`src/rtl/bcd_pkg.sv`:
```
// Shared BCD types and digit helpers for the BCD subtractor.
package bcd_pkg;

    typedef logic [3:0] bcd_digit_t;

    localparam bcd_digit_t BCD_MAX = 4'd9;

    function automatic bcd_digit_t nines_comp(input bcd_digit_t digit);
        return BCD_MAX - digit;
    endfunction

    function automatic logic is_bcd(input bcd_digit_t digit);
        return digit <= BCD_MAX;
    endfunction

endpackage

```
`src/rtl/bcd_digit_adder.sv`:
```
// One BCD digit cell: binary add with +6 decimal correction.
module bcd_digit_adder
    import bcd_pkg::*;
(
    input  bcd_digit_t x,
    input  bcd_digit_t y,
    input  logic       cin,
    output bcd_digit_t sum,
    output logic       cout
);

    logic [4:0] bin;

    always_comb begin
        bin  = {1'b0, x} + {1'b0, y} + {4'd0, cin};
        cout = bin > 5'd9;
        sum  = cout ? (bin[3:0] + 4'd6) : bin[3:0];
    end

endmodule

```
`src/rtl/bcd_subtractor.sv`:
```
// Registered N-digit BCD |a - b| using 9's complement and
// end-around carry, with sign (cout) and invalid-digit flag.
module bcd_subtractor
    import bcd_pkg::*;
#(
    parameter int NUM_DIGITS = 1
) (
    input  logic                    clk,
    input  logic                    rst_n,
    input  logic                    in_valid,
    input  logic [4*NUM_DIGITS-1:0] a,
    input  logic [4*NUM_DIGITS-1:0] b,
    output logic                    out_valid,
    output logic [4*NUM_DIGITS-1:0] s,
    output logic                    cout,
    output logic                    err
);

    localparam int W = 4 * NUM_DIGITS;

    logic [W-1:0]          b_nc;
    logic [W-1:0]          sum1;
    logic [W-1:0]          sum2;
    logic [W-1:0]          mag_neg;
    logic [NUM_DIGITS:0]   c1;
    logic [NUM_DIGITS:0]   c2;
    logic [NUM_DIGITS-1:0] dig_bad;

    logic [W-1:0] s_d, s_q;
    logic         cout_d, cout_q;
    logic         err_d, err_q;
    logic         out_valid_q;
    logic         nonneg;

    assign c1[0] = 1'b0;
    assign c2[0] = 1'b1;

    // The +1 ripple always runs; its carry-out only rises when sum1 is
    // all nines (a == b), which turns the would-be negative zero into +0.
    for (genvar g = 0; g < NUM_DIGITS; g++) begin : g_dig
        assign b_nc[4*g +: 4]    = nines_comp(b[4*g +: 4]);
        assign mag_neg[4*g +: 4] = nines_comp(sum1[4*g +: 4]);
        assign dig_bad[g]        = !is_bcd(a[4*g +: 4])
                                 || !is_bcd(b[4*g +: 4]);

        bcd_digit_adder u_add (
            .x    (a[4*g +: 4]),
            .y    (b_nc[4*g +: 4]),
            .cin  (c1[g]),
            .sum  (sum1[4*g +: 4]),
            .cout (c1[g+1])
        );

        bcd_digit_adder u_eac (
            .x    (sum1[4*g +: 4]),
            .y    (4'd0),
            .cin  (c2[g]),
            .sum  (sum2[4*g +: 4]),
            .cout (c2[g+1])
        );
    end

    always_comb begin
        nonneg = c1[NUM_DIGITS] | c2[NUM_DIGITS];
        err_d  = |dig_bad;
        s_d    = nonneg ? sum2 : mag_neg;
        cout_d = nonneg;
        if (err_d) begin
            s_d    = '0;
            cout_d = 1'b0;
        end
    end

    always_ff @(posedge clk or negedge rst_n) begin
        if (!rst_n) begin
            out_valid_q <= 1'b0;
            s_q         <= '0;
            cout_q      <= 1'b0;
            err_q       <= 1'b0;
        end else begin
            out_valid_q <= in_valid;
            if (in_valid) begin
                s_q    <= s_d;
                cout_q <= cout_d;
                err_q  <= err_d;
            end
        end
    end

    assign out_valid = out_valid_q;
    assign s         = s_q;
    assign cout      = cout_q;
    assign err       = err_q;

endmodule

```
`config.mk`:
```
export PLATFORM = sky130hd
export DESIGN_NAME = bcd_subtractor
export DESIGN_NICKNAME = d
export VERILOG_FILES = /design/src/rtl/bcd_pkg.sv /design/src/rtl/bcd_digit_adder.sv /design/src/rtl/bcd_subtractor.sv
export SDC_FILE = /design/constraint.sdc
export NUM_CORES = 1
export LEC_CHECK = 0
export BUFFER_PORTS_ARGS = -buffer_cell sky130_fd_sc_hd__buf_2
export CAP_MARGIN = 20
export CORE_UTILIZATION = 40
export CTS_CLUSTER_SIZE = 40
export DETAILED_ROUTE_END_ITERATION = 7
export PLACE_DENSITY = 0.7
export RECOVER_POWER = 25
export SLEW_MARGIN = 20
export SYNTH_ARGS = -nofsm -noshare
export SYNTH_HDL_FRONTEND = slang
export SYNTH_HIERARCHICAL = 1
export SYNTH_SLANG_ARGS = --single-unit
```
`constraint.sdc`:
```
create_clock -name clk -period 1.4 [get_ports clk]
set_input_delay 0.21 -clock clk [delete_from_list [all_inputs] [get_ports clk]]
set_output_delay 0.21 -clock clk [all_outputs]
set_load 0.02 [all_outputs]
```
* Word-level counts from Yosys, hierarchy flattened
Index checks and enable logic that the tools add are counted.
** Storage, ports and cells
- Register bits :: 7
- Input bits :: 11
- Output and inout port bits :: 7
- Word-level logic and storage cells :: 23
** Operators by class
- $add $sub $neg :: 6
- $lt $le $gt $ge :: 4
- Muxes and demuxes :: 5
- Bitwise operators :: 1
- Reduce and logical (&&, ||, !) cells :: 3
** Operator list (number)
- $mux 4 :: 4
- $gt 5x4->1 const B :: 2
- $add 4x3->4 const B :: 2
- $le 4x4->1 const B :: 2
- $sub 4x4->4 const A :: 2
- $add 4x1->5 const B :: 1
- $add 4x4->5 :: 1
- $logic_not 1->1 :: 2
- $logic_or 1x1->1 :: 1
- $mux 1 :: 1
- $or 1x1->1 :: 1

* Longest topological paths before layout
- Depth in word-level cells :: 9
- Mapped depth :: 16
- Mapped depth without buffers :: 16

* By module
Netlist, hierarchy kept.
** By module, submodules not included
- bcd_digit_adder :: times used 2, cells each 22, area each 211.5 µm², sequential area each 0.0 µm²
- bcd_subtractor :: times used 1, cells each 39, area each 395.4 µm², sequential area each 175.2 µm²

* Worst setup path after synthesis
OpenSTA, ideal clock, no wires.
- Kind :: in2reg
- Start point :: input b[0]
- End point :: register s_q[0] (netlist: s[0])
- Setup time :: 0.096 ns
- Data arrival time :: 3.998 ns
- Required time :: 1.304 ns
- Path slack :: -2.694 ns
- Stages :: 16
- Path buffers :: 0
- Cells stage by stage :: inv_1 fa_1 fa_1 xnor2_1 ha_1 a31o_1 o31ai_4 xnor2_1 fa_1 xnor2_1 ha_1 a31o_1 o31ai_4 nor2_2 and2_1 o32ai_2
** Between the ends
- Cells in the longest elaborated chain, start to end :: 9
- Elaborated cells on any way between the ends :: 16
- Classes of those cells :: add/sub (6); order compare (3); mux (4); bitwise (1); reduce/logical (2)
** Ends and longest elaborated chain
- start: declaration :: line bcd_subtractor.sv:12 : input logic [4*NUM_DIGITS-1:0] b,
- $sub 4x4->4 * :: line bcd_pkg.sv:9 : return BCD_MAX - digit;
- $add 4x4->5 * :: line bcd_digit_adder.sv:15 : bin = {1'b0, x} + {1'b0, y} + {4'd0, cin};
- $gt 5x4->1 * :: line bcd_digit_adder.sv:16 : cout = bin > 5'd9;
- via c1[1] :: line bcd_subtractor.sv:25 : logic [NUM_DIGITS:0] c1;
- $mux 4 * :: line bcd_digit_adder.sv:17 : sum = cout ? (bin[3:0] + 4'd6) : bin[3:0];
- via sum1[1] :: line bcd_subtractor.sv:22 : logic [W-1:0] sum1;
- $add 4x1->5 * :: line bcd_digit_adder.sv:15
- $gt 5x4->1 * :: line bcd_digit_adder.sv:16
- via c2[1] :: line bcd_subtractor.sv:26 : logic [NUM_DIGITS:0] c2;
- $mux 4 / $or 1x1->1 (equally long branches) :: line bcd_digit_adder.sv:17, bcd_subtractor.sv:64
- $mux 4 * :: line bcd_subtractor.sv:66 : s_d = nonneg ? sum2 : mag_neg;
- $mux 4 * :: line bcd_subtractor.sv:68 : if (err_d) begin
- end signal: assignment :: line bcd_subtractor.sv:77 : s_q <= '0;
- end signal: assignment :: line bcd_subtractor.sv:83 : s_q <= s_d;
- end: declaration :: line bcd_subtractor.sv:29 : logic [W-1:0] s_d, s_q;
The timed path passes the listed nets; every way through them passes the cells marked *.
A chain may end at the register's enable or synchronous reset.

* Final worst setup path
- Start point :: input a[0]
- End point :: register s_q[2] (netlist: s[2])
** Between the ends
- Cells in the longest elaborated chain, start to end :: 8
- Elaborated cells on any way between the ends :: 15
- Classes of those cells :: add/sub (5); order compare (3); mux (4); bitwise (1); reduce/logical (2)
** Ends and longest elaborated chain
- start: declaration :: line bcd_subtractor.sv:11 : input logic [4*NUM_DIGITS-1:0] a,
- $add 4x4->5 :: line bcd_digit_adder.sv:15
- $gt 5x4->1 :: line bcd_digit_adder.sv:16
- via c1[1] :: line bcd_subtractor.sv:25
- $mux 4 :: line bcd_digit_adder.sv:17
- via sum1[1] :: line bcd_subtractor.sv:22
- $add 4x1->5 :: line bcd_digit_adder.sv:15
- $gt 5x4->1 :: line bcd_digit_adder.sv:16
- via c2[1] :: line bcd_subtractor.sv:26
- $mux 4 :: line bcd_digit_adder.sv:17
- via sum2[2] :: line bcd_subtractor.sv:23 : logic [W-1:0] sum2;
- $mux 4 :: line bcd_subtractor.sv:66
- $mux 4 :: line bcd_subtractor.sv:68
The timed path passes the listed nets, and every way through them passes these cells.

==> impl_metrics.yaml <==
power_and_ir_drop:
  pnr_total_power_w: 0.002414
  powerDensity_mw_per_mm2: 1842
  power_leakage_nw: 0.6552
  irDropWorstVdd_mv: 1.099
clocking:
  clk_transition_reported_paths_ps: 50
  cts_tree: "built"
  cts-root-to-sink-buffers: 2
  number_of_buffers_inserted_during_clock_tree_synthesis: 3
  cts.root.buffer_cell: "sky130_fd_sc_hd__clkbuf_4"
  clkSinkCount: 7
  clock_tree.htree_level_count: 1
  insertion_delay_to_the_later_sink_of_the_worst_skew_pair_ps: 250
logic_synthesis:
  mappedNetlistArea_um2: 818.3
  synth_cell_types: 24
  syn_inst: 83
  synth-seq-cells: 7
  synthesis.yosys.warnings: 6
  synth_area_per_cell_um2: 9.859
  seq_area_frac_synth_pct: 21.41
job:
  max_cap_viol_count: 0
route:
  routedWlPerCell_um: 12.12
  postRouteAntennaNets: 0
  drc: 0
  drt_first_iter_violations: 4
  route.final.wire_length_um: 1987
  vias: 791
  avgViaCountPerCell: 4.823
  detail_route.first_pass.iterations: 4
placement:
  gp_congestion: 0.7318
  post-dp-hpwl_um: 1569
  port_buffer_cells: 17
hold_path:
  timing.hold.worst.class: "in2reg"
grt:
  antenna_found_initial: 0
  grt_start_max_net_pins: 9
  grtUsageTotal_pct: 20.79
  grt_overflow: 0
  first_global_vias: 791
  grt_pass1_wl_um: 3201
sta:
  maxClockFrequency_mhz: 267.8
  fin_ws_ps: -2334
  report.final.slew_viol_count: 0
  grt_setup_unrepaired: "true"
  fin_tns_setup_ps: -11240
  finalCriticalPeriod_ps: 3734
  post-route-period-util_pct: 266.7
  setup_viol: 5
  final_hold_viol_count: 0
  skew_ps: 0
setup_path:
  ff2ff_setup_slack_ps: 740
  cp_max_fo: 3
  cp.arrival_ps: 3890
  end_kind: "flip-flop"
  required_ps: 1560
  path_class: "in2reg"
  crit_path_start_kind: "primary input"
floorplan:
  die_y_um: 47.23
  die_width_um: 47.23
  std_cell_rows: 15
  fp.dieArea_mm2: 0.002231
  core_region_area_mm2: 0.001821
  starting_density_of_the_core_pct: 44.95
  ios: 18
layout:
  num-fill-cells: 145
  layout_stage_area_growth_over_the_synthesis_result_pct: 60.09
  post_route_cells_drive_above_1_share_pct: 51.08
  insertedDiodeCount: 0
  nNetsFinal: 165
  area.sequential_um2: 175.2
  multiInputGateArea_um2: 700.7
run_status:
  result_of_the_run: "complete, but fails checks"
  failing_checks: "negative setup slack"
cells in the final DEF (no fill, tap or decap):
| master | synthesis | layout |
|---|---|---|
| sky130_fd_sc_hd__a2111oi_0 | 2 | 1 |
| sky130_fd_sc_hd__a2111oi_2 | 0 | 1 |
| sky130_fd_sc_hd__a21o_2 | 2 | 2 |
| sky130_fd_sc_hd__a21oi_1 | 6 | 5 |
| sky130_fd_sc_hd__a21oi_2 | 0 | 1 |
| sky130_fd_sc_hd__a31o_4 | 0 | 2 |
| sky130_fd_sc_hd__and2_1 | 2 | 1 |
| sky130_fd_sc_hd__and2_4 | 0 | 1 |
| sky130_fd_sc_hd__and3_1 | 2 | 2 |
| sky130_fd_sc_hd__buf_2 | 0 | 14 |
| sky130_fd_sc_hd__buf_4 | 0 | 29 |
| sky130_fd_sc_hd__buf_6 | 0 | 2 |
| sky130_fd_sc_hd__clkbuf_1 | 0 | 2 |
| sky130_fd_sc_hd__clkbuf_4 | 0 | 3 |
| sky130_fd_sc_hd__conb_1 | 2 | 7 |
| sky130_fd_sc_hd__dfrtp_1 | 7 | 7 |
| sky130_fd_sc_hd__dlygate4sd3_1 | 0 | 1 |
| sky130_fd_sc_hd__fa_1 | 4 | 1 |
| sky130_fd_sc_hd__fa_2 | 0 | 3 |
| sky130_fd_sc_hd__ha_1 | 10 | 8 |
| sky130_fd_sc_hd__ha_2 | 0 | 1 |
| sky130_fd_sc_hd__ha_4 | 0 | 1 |
| sky130_fd_sc_hd__inv_1 | 14 | 11 |
| sky130_fd_sc_hd__inv_2 | 0 | 3 |
| sky130_fd_sc_hd__mux2i_1 | 5 | 5 |
| sky130_fd_sc_hd__nand3_1 | 2 | 2 |
| sky130_fd_sc_hd__nor2_1 | 1 | 1 |
| sky130_fd_sc_hd__nor2_4 | 0 | 1 |
| sky130_fd_sc_hd__nor2b_1 | 2 | 2 |
| sky130_fd_sc_hd__o211ai_4 | 1 | 1 |
| sky130_fd_sc_hd__o21a_1 | 1 | 1 |
| sky130_fd_sc_hd__o21ai_1 | 2 | 2 |
| sky130_fd_sc_hd__o22ai_1 | 6 | 6 |
| sky130_fd_sc_hd__o31ai_4 | 2 | 2 |
| sky130_fd_sc_hd__o32ai_2 | 1 | 1 |
| sky130_fd_sc_hd__xnor2_1 | 4 | 1 |
| sky130_fd_sc_hd__xnor2_2 | 0 | 2 |
| sky130_fd_sc_hd__xnor2_4 | 0 | 1 |
| sky130_fd_sc_hd__xor2_1 | 2 | 2 |
synth_stat cells (all sizes together):
cell,count,area [µm²]
inv,14,52.55
ha,10,125.1
dfrtp,7,175.2
a21oi,6,30.03
o22ai,6,37.54
mux2i,5,50.05
fa,4,80.08
xnor2,4,35.03
a2111oi,2,17.52
a21o,2,17.52
a31o,2,17.52
and2,2,12.51
and3,2,12.51
conb,2,7.510
nand3,2,10.01
nor2,2,10.01
nor2b,2,12.51
o21ai,2,10.01
o31ai,2,42.54
xor2,2,17.52
o211ai,1,21.27
o21a,1,7.510
o32ai,1,16.27
registers in the layout, indices dropped and copies added (netlist names):
name       flops
s              4
cout           1
err            1
out_valid      1
critical path, cell delays in order:
cell                      delay (ps)
sky130_fd_sc_hd__buf_6            90
sky130_fd_sc_hd__fa_2            360
sky130_fd_sc_hd__fa_2            410
sky130_fd_sc_hd__xnor2_4         170
sky130_fd_sc_hd__ha_4            180
sky130_fd_sc_hd__a31o_4          210
sky130_fd_sc_hd__o31ai_4         280
sky130_fd_sc_hd__xnor2_2         140
sky130_fd_sc_hd__fa_2            430
sky130_fd_sc_hd__xnor2_2         160
sky130_fd_sc_hd__ha_2            200
sky130_fd_sc_hd__a31o_4          220
sky130_fd_sc_hd__o31ai_4         290
sky130_fd_sc_hd__mux2i_1         280
sky130_fd_sc_hd__mux2i_1         110
sky130_fd_sc_hd__o22ai_1         140
routing by layer:
metal | GRT usage [%] | vias up | part of all wire, %
met3 | 1.154 | 3 | 1.8
met2 | 44.38 | 14 | 59
met1 | 20.93 | 370 | 38
met5 | 0 | - | 0
li1 | - | 404 | -
met4 | 5.143 | 0 | 1.1
cell families after synthesis:
kind of cell / Yosys count / synth area share, %
XOR/XNOR: 6 / 6.422
adder cells (fa/ha/maj): 14 / 25.08
buffers and inverters: 14 / 6.422
multiplexers: 5 / 6.116
AND/OR/NAND/NOR: 10 / 7.033
flip-flops: 7 / 21.41
other: 2 / 0.9178
AO/OA/AOI/OAI: 25 / 26.61
final timing paths:
kind | startpoint | to | cells past startpoint
setup / recovery | a[0] | s[2] | 16
max in group asynchronous | rst_n | err | 2
setup reg to reg | s[2] | s[2] | 2
min in group asynchronous | rst_n | s[2] | 2
hold / removal | in_valid | out_valid | 1
hold reg to reg | err | err | 1
report_power, final:
part / internal, W / switching (W)
logic: 0.00103 / 0.000926
registers: 0.000256 / 0.0000239
clock network: 0.000108 / 0.0000691
what timing repair did:
action	4_1_cts	5_1_grt
hold buffers	1	0
setup buffers	6	3
endpoints found under the hold margin	7	0
endpoints found under the setup margin	5	5
gates resized for setup	7	4
cloned	0	0
cell type report:
cell class | instances | area share [%]
clock buffers | 4 | 2.006
flip-flops and latches | 7 | 13.37
multi-input cells | 67 | 53.49
well taps | 25 | 2.388
repair buffers | 47 | 24.74
inverters | 14 | 4.011
stage by stage:
stage	util, %	worst slack, ps	cell area [µm²]	hold slack [ps]	cells
2_1_floorplan	-	-2354	882.1	-85.59	88
3_3_place_gp	63.09	-2484	1149	43.15	150
3_5_place_dp	63.09	-2583	1149	49.04	150
4_1_cts	69.83	-2243	1271	180.3	161
5_1_grt	71.96	-2419	1310	171.6	164
6_report	71.96	-2334	1310	183.0	164
Note: power is estimated with default switching activity, not from simulation.
